### src/rtl/logger_pkg.sv
// rtl/logger_pkg.sv - shared entry layout and defaults for the result logger
// Contents: entry width, field bit offsets, default depth, entry pack helper.
package logger_pkg;

  localparam int DEFAULT_DEPTH = 8;
  localparam int ENTRY_W       = 42;

  // Entry layout, MSB to LSB: {pc, opcode, A, B, result, carry, borrow}
  localparam int PC_LSB     = 34;
  localparam int OPCODE_LSB = 26;
  localparam int A_LSB      = 18;
  localparam int B_LSB      = 10;
  localparam int RESULT_LSB = 2;
  localparam int CARRY_BIT  = 1;
  localparam int BORROW_BIT = 0;

  function automatic logic [ENTRY_W-1:0] pack_entry(
    input logic [7:0] pc,
    input logic [7:0] opcode,
    input logic [7:0] a,
    input logic [7:0] b,
    input logic [7:0] result,
    input logic       carry,
    input logic       borrow
  );
    return {pc, opcode, a, b, result, carry, borrow};
  endfunction

endpackage

### src/rtl/logger_ram.sv
// rtl/logger_ram.sv - DEPTH x 42 entry storage, sync write, async read
// Ports: clk; we/waddr/wdata write port; raddr/rdata combinational read port.
module logger_ram
  import logger_pkg::*;
#(
  parameter int DEPTH = DEFAULT_DEPTH,
  parameter int AW    = $clog2(DEPTH)
) (
  input  logic               clk,
  input  logic               we,
  input  logic [AW-1:0]      waddr,
  input  logic [ENTRY_W-1:0] wdata,
  input  logic [AW-1:0]      raddr,
  output logic [ENTRY_W-1:0] rdata
);

  logic [ENTRY_W-1:0] mem [DEPTH];

  always_ff @(posedge clk) begin
    if (we) begin
      mem[waddr] <= wdata;
    end
  end

  assign rdata = mem[raddr];

endmodule

### src/rtl/result_logger.sv
// rtl/result_logger.sv - FIFO log of CPU results captured on result_ready rising edges
// Ports: clk, rst (sync, active-high), clear (flush);
//        result_ready + pc/opcode/operand_A/operand_B/result/carry/borrow capture inputs;
//        log_valid/log_ready handshake with show-ahead head fields log_*;
//        count (stored entries), overflow (sticky dropped-capture flag).
module result_logger
  import logger_pkg::*;
#(
  parameter int DEPTH = DEFAULT_DEPTH
) (
  input  logic                     clk,
  input  logic                     rst,
  input  logic                     clear,
  input  logic                     result_ready,
  input  logic [7:0]               pc_in,
  input  logic [7:0]               opcode_in,
  input  logic [7:0]               operand_A_in,
  input  logic [7:0]               operand_B_in,
  input  logic [7:0]               result_in,
  input  logic                     carry_in,
  input  logic                     borrow_in,
  input  logic                     log_ready,
  output logic                     log_valid,
  output logic [7:0]               log_pc,
  output logic [7:0]               log_opcode,
  output logic [7:0]               log_A,
  output logic [7:0]               log_B,
  output logic [7:0]               log_result,
  output logic                     log_carry,
  output logic                     log_borrow,
  output logic [$clog2(DEPTH):0]   count,
  output logic                     overflow
);

  localparam int AW = $clog2(DEPTH);
  localparam int CW = $clog2(DEPTH) + 1;

  logic               rr_q;
  logic [AW-1:0]      wr_ptr;
  logic [AW-1:0]      rd_ptr;
  logic [CW-1:0]      count_q;
  logic               overflow_q;

  logic               push;
  logic               pop;
  logic               full;
  logic               do_write;
  logic [ENTRY_W-1:0] wdata;
  logic [ENTRY_W-1:0] rdata;

  // One push per rising edge of the result_ready level.
  assign push = result_ready & ~rr_q;
  assign pop  = log_valid & log_ready;
  assign full = (count_q == CW'(DEPTH));

  // A full log still accepts a capture when the head leaves in the same cycle.
  assign do_write = push & (~full | pop);

  assign wdata = pack_entry(pc_in, opcode_in, operand_A_in, operand_B_in,
                            result_in, carry_in, borrow_in);

  logger_ram #(
    .DEPTH (DEPTH),
    .AW    (AW)
  ) u_ram (
    .clk   (clk),
    .we    (do_write & ~clear & ~rst),
    .waddr (wr_ptr),
    .wdata (wdata),
    .raddr (rd_ptr),
    .rdata (rdata)
  );

  always_ff @(posedge clk) begin
    if (rst) begin
      rr_q       <= 1'b0;
      wr_ptr     <= '0;
      rd_ptr     <= '0;
      count_q    <= '0;
      overflow_q <= 1'b0;
    end else begin
      // Edge tracking continues through clear so a held level is not re-pushed.
      rr_q <= result_ready;
      if (clear) begin
        wr_ptr     <= '0;
        rd_ptr     <= '0;
        count_q    <= '0;
        overflow_q <= 1'b0;
      end else begin
        if (do_write) begin
          wr_ptr <= wr_ptr + AW'(1);
        end
        if (pop) begin
          rd_ptr <= rd_ptr + AW'(1);
        end
        case ({do_write, pop})
          2'b10:   count_q <= count_q + CW'(1);
          2'b01:   count_q <= count_q - CW'(1);
          default: count_q <= count_q;
        endcase
        if (push & full & ~pop) begin
          overflow_q <= 1'b1;
        end
      end
    end
  end

  assign log_valid  = (count_q != '0);
  assign count      = count_q;
  assign overflow   = overflow_q;

  assign log_pc     = log_valid ? rdata[PC_LSB +: 8]     : 8'h00;
  assign log_opcode = log_valid ? rdata[OPCODE_LSB +: 8] : 8'h00;
  assign log_A      = log_valid ? rdata[A_LSB +: 8]      : 8'h00;
  assign log_B      = log_valid ? rdata[B_LSB +: 8]      : 8'h00;
  assign log_result = log_valid ? rdata[RESULT_LSB +: 8] : 8'h00;
  assign log_carry  = log_valid & rdata[CARRY_BIT];
  assign log_borrow = log_valid & rdata[BORROW_BIT];

endmodule

### config.mk
export PLATFORM = sky130hd
export DESIGN_NAME = result_logger
export DESIGN_NICKNAME = d
export VERILOG_FILES = /design/src/rtl/logger_pkg.sv /design/src/rtl/logger_ram.sv /design/src/rtl/result_logger.sv
export SDC_FILE = /design/constraint.sdc
export NUM_CORES = 1
export LEC_CHECK = 0
export ABC_AREA = 1
export BUFFER_PORTS_ARGS = -buffer_cell sky130_fd_sc_hd__buf_2
export CAP_MARGIN = 0
export CORE_MARGIN = 2
export CORE_UTILIZATION = 42
export DETAILED_ROUTE_END_ITERATION = 16
export PLACE_DENSITY = 0.58
export RECOVER_POWER = 100
export SYNTH_ARGS = -nofsm -noshare
export SYNTH_HDL_FRONTEND = slang
export SYNTH_HIERARCHICAL = 1
export SYNTH_SLANG_ARGS = --single-unit
### constraint.sdc
create_clock -name clk -period 6.6 [get_ports clk]
set_clock_uncertainty 0.2 [all_clocks]
set_input_delay 1.32 -clock clk [delete_from_list [all_inputs] [get_ports clk]]
set_output_delay 1.32 -clock clk [all_outputs]
set_load 0.01 [all_outputs]
==> results.toml <==
[detailed_routing]
drtIter0Drc = 666
vias = 10410
route.met2.wl_um = 16930
firstDrtPassIters = 7
drt.antenna.violating_nets = 0
wl_um = 34890
wirelength_met1_um = 15330
wire_per_inst_um = 15.71
drc = 0
vias_per_cell = 4.686
wl_met3_um = 1829
routed.top_layer = "met4"

[grt]
grt_overflow = 0
grt_pass1_wl_um = 55190
track_usage_pct = 18.32
antenna_found_initial = 2
grt_pass1_vias = 9922
grt_max_degree = 110

[run_status]
status = "finished with violations"
failed_checks = "capacitance limit, slew limit"

[floorplanning]
start_util_pct = 42.84
die-area_mm2 = 0.03899
core_area_mm2 = 0.03670
die_w_um = 197.5
die_h_um = 197.5
ioPinCount = 95
row_count = 70

[placed_design]
place_area_mm2 = 0.01650
io_buffers = 94
gp_congestion = 0.7225
dp_hpwl_um = 18550

[clock_network]
post_cts_buffers = 0
clockBufferDepth = 3
cts.htree.levels = 2
cts-root-buf = "clkbuf_16"
clkSinkCount = 348
clk_latency_ps = 510
cts_tree = "yes"
cts_resized = 0
clkTransAtPathRegs_ps = 60
numCtsBuffers = 39
ctsHoldBuffers = 0

[yosys]
seq_area_frac_synth_pct = 65.71
synth_xor_area_share_pct = 0.1671
synthDistinctLibCells = 25
synth.area.mux_share_pct = 0
synth_top_area_share_pct = 64.18
synth_top_cell_by_area = "edfxtp_1"
avgSynthCellArea_um2 = 9.556
syn_nets = 1697
synth_top_family_by_area = "simple AND/OR/NAND/NOR gates"
netlist_area_mm2 = 0.01572
synth-warning-count = 6
synth_fa_ha_area_share_pct = 0.3980
synth_compound_area_share_pct = 0.4696
synth-simple-area-share_pct = 20.85
syn_inst = 1645
ys_ff_latch = 348
synthTopCellsByArea = "edfxtp_1 64%, nand2_1 13%, inv_1 9.4%"

[timing]
rsz0062_at_grt = "false"
finalSetupTns_ps = 0
slew_violations = 407
relSlewSlack_pct = -120.7
period_minus_slack_ps = 5498
tightest_slew_ps = 3299
timing.fmax_mhz = 181.9
finalSetupViolCount = 0
hold_violations = 0
period_share_pct = 83.30

[finish]
drive_above_1_share_pct = 4.911
syn_to_final_growth_pct = 11.48
regArea_mm2 = 0.01033
multiInputGateArea_mm2 = 0.003432
fillers = 3438
final_area_mm2 = 0.01752
final_common_cell = "nand2_1"
final_cell_mix = "564 x nand2_1, 396 x inv_1, 336 x edfxtp_1"
nets = 1778

[power_and_ir_drop]
p_leak_nw = 8.000
irDropWorstVdd_mv = 0.1691
powerDensity_mw_per_mm2 = 276.7
p_total_w = 0.004848

[setup_path]
cp.arrival_ps = 5450
worstSetupStartpointType = "input pin"
critical_path_class = "in2reg"
r2r_setup_slack_ps = 1820
cp-end-kind = "flop"
startpoint = "clear"
r2r_start = "count[1]"
crit_fanout = 25
worstPathRequired_ps = 6550

[min_path]
hold_class = "reg2reg"
hp-start = "overflow"

[run]
maxCapViolations = 11
==> state kept, by name, indices dropped and copies added, names as in the netlist <==
register,cells
count,4
rr_q,1
wr_ptr,3
rd_ptr,3
overflow,1
u_ram/mem,336
==> synth_stat cells, drive strengths merged <==
library cell / count
and3: 1
nor2: 65
xnor2: 2
nand2: 565
ha: 5
clkbuf: 10
o21ai: 7
edfxtp: 336
dfxtp: 12
nand3: 175
a21oi: 7
nor3: 1
clkinv: 1
xor2: 1
buf: 58
inv: 399
==> final cells by class <==
type,count,area share (%)
clock inverter,17,0.9782
tap,468,3.341
timing repair buffer,108,2.627
clock buffer,49,5.897
sequential,348,58.97
inverter,400,8.568
multi-input combinational,829,19.58
antenna,2,0.02856
==> cell families after synthesis <==
logic type	Yosys count
XOR/XNOR	3
AO/OA/AOI/OAI	14
adder cells (fa/ha/maj)	5
buffers and inverters	468
AND/OR/NAND/NOR	807
flip-flops	348
==> stage by stage <==
stage | setup slack, ps | utilization [%] | hold WS (ps) | cells
after floorplan | 2235 | - | 247.6 | 1645
after global placement | 2244 | 44.97 | 259.8 | 2153
after detailed placement | 2215 | 44.97 | 263.8 | 2153
after CTS | 1721 | 48.25 | 280.1 | 2219
after global routing | 756.6 | 47.75 | 329.3 | 2220
final | 1102 | 47.75 | 278.0 | 2221
==> worst paths after layout <==
path / endpoint / cells after the start
min: overflow / 2
max reg2reg: u_ram/mem[4][4] / 7
min reg2reg: overflow / 2
max: u_ram/mem[4][4] / 7
==> worst max-delay path, cell delays in order <==
cell and delay (ps):
buf_2 90, nor2_1 320, inv_1 200, nor2_1 200, nand2_1 140, nor2_1 2350, clkbuf_2 820
==> metal layers <==
metal / global-route usage (%) / vias up
li1: - / 5213
met1: 23.84 / 4909
met5: 0 / -
met3: 3.073 / 59
met2: 31.46 / 226
met4: 5.514 / 0
==> report_power, final <==
group	switching [W]	internal, W	leakage [nW]
registers	0.0000108	0.00244	3.12
logic	0.000251	0.0000993	4.29
clock network	0.000827	0.00122	0.589
total	0.00109	0.00376	8.00
(Power assumes the default switching activity.)
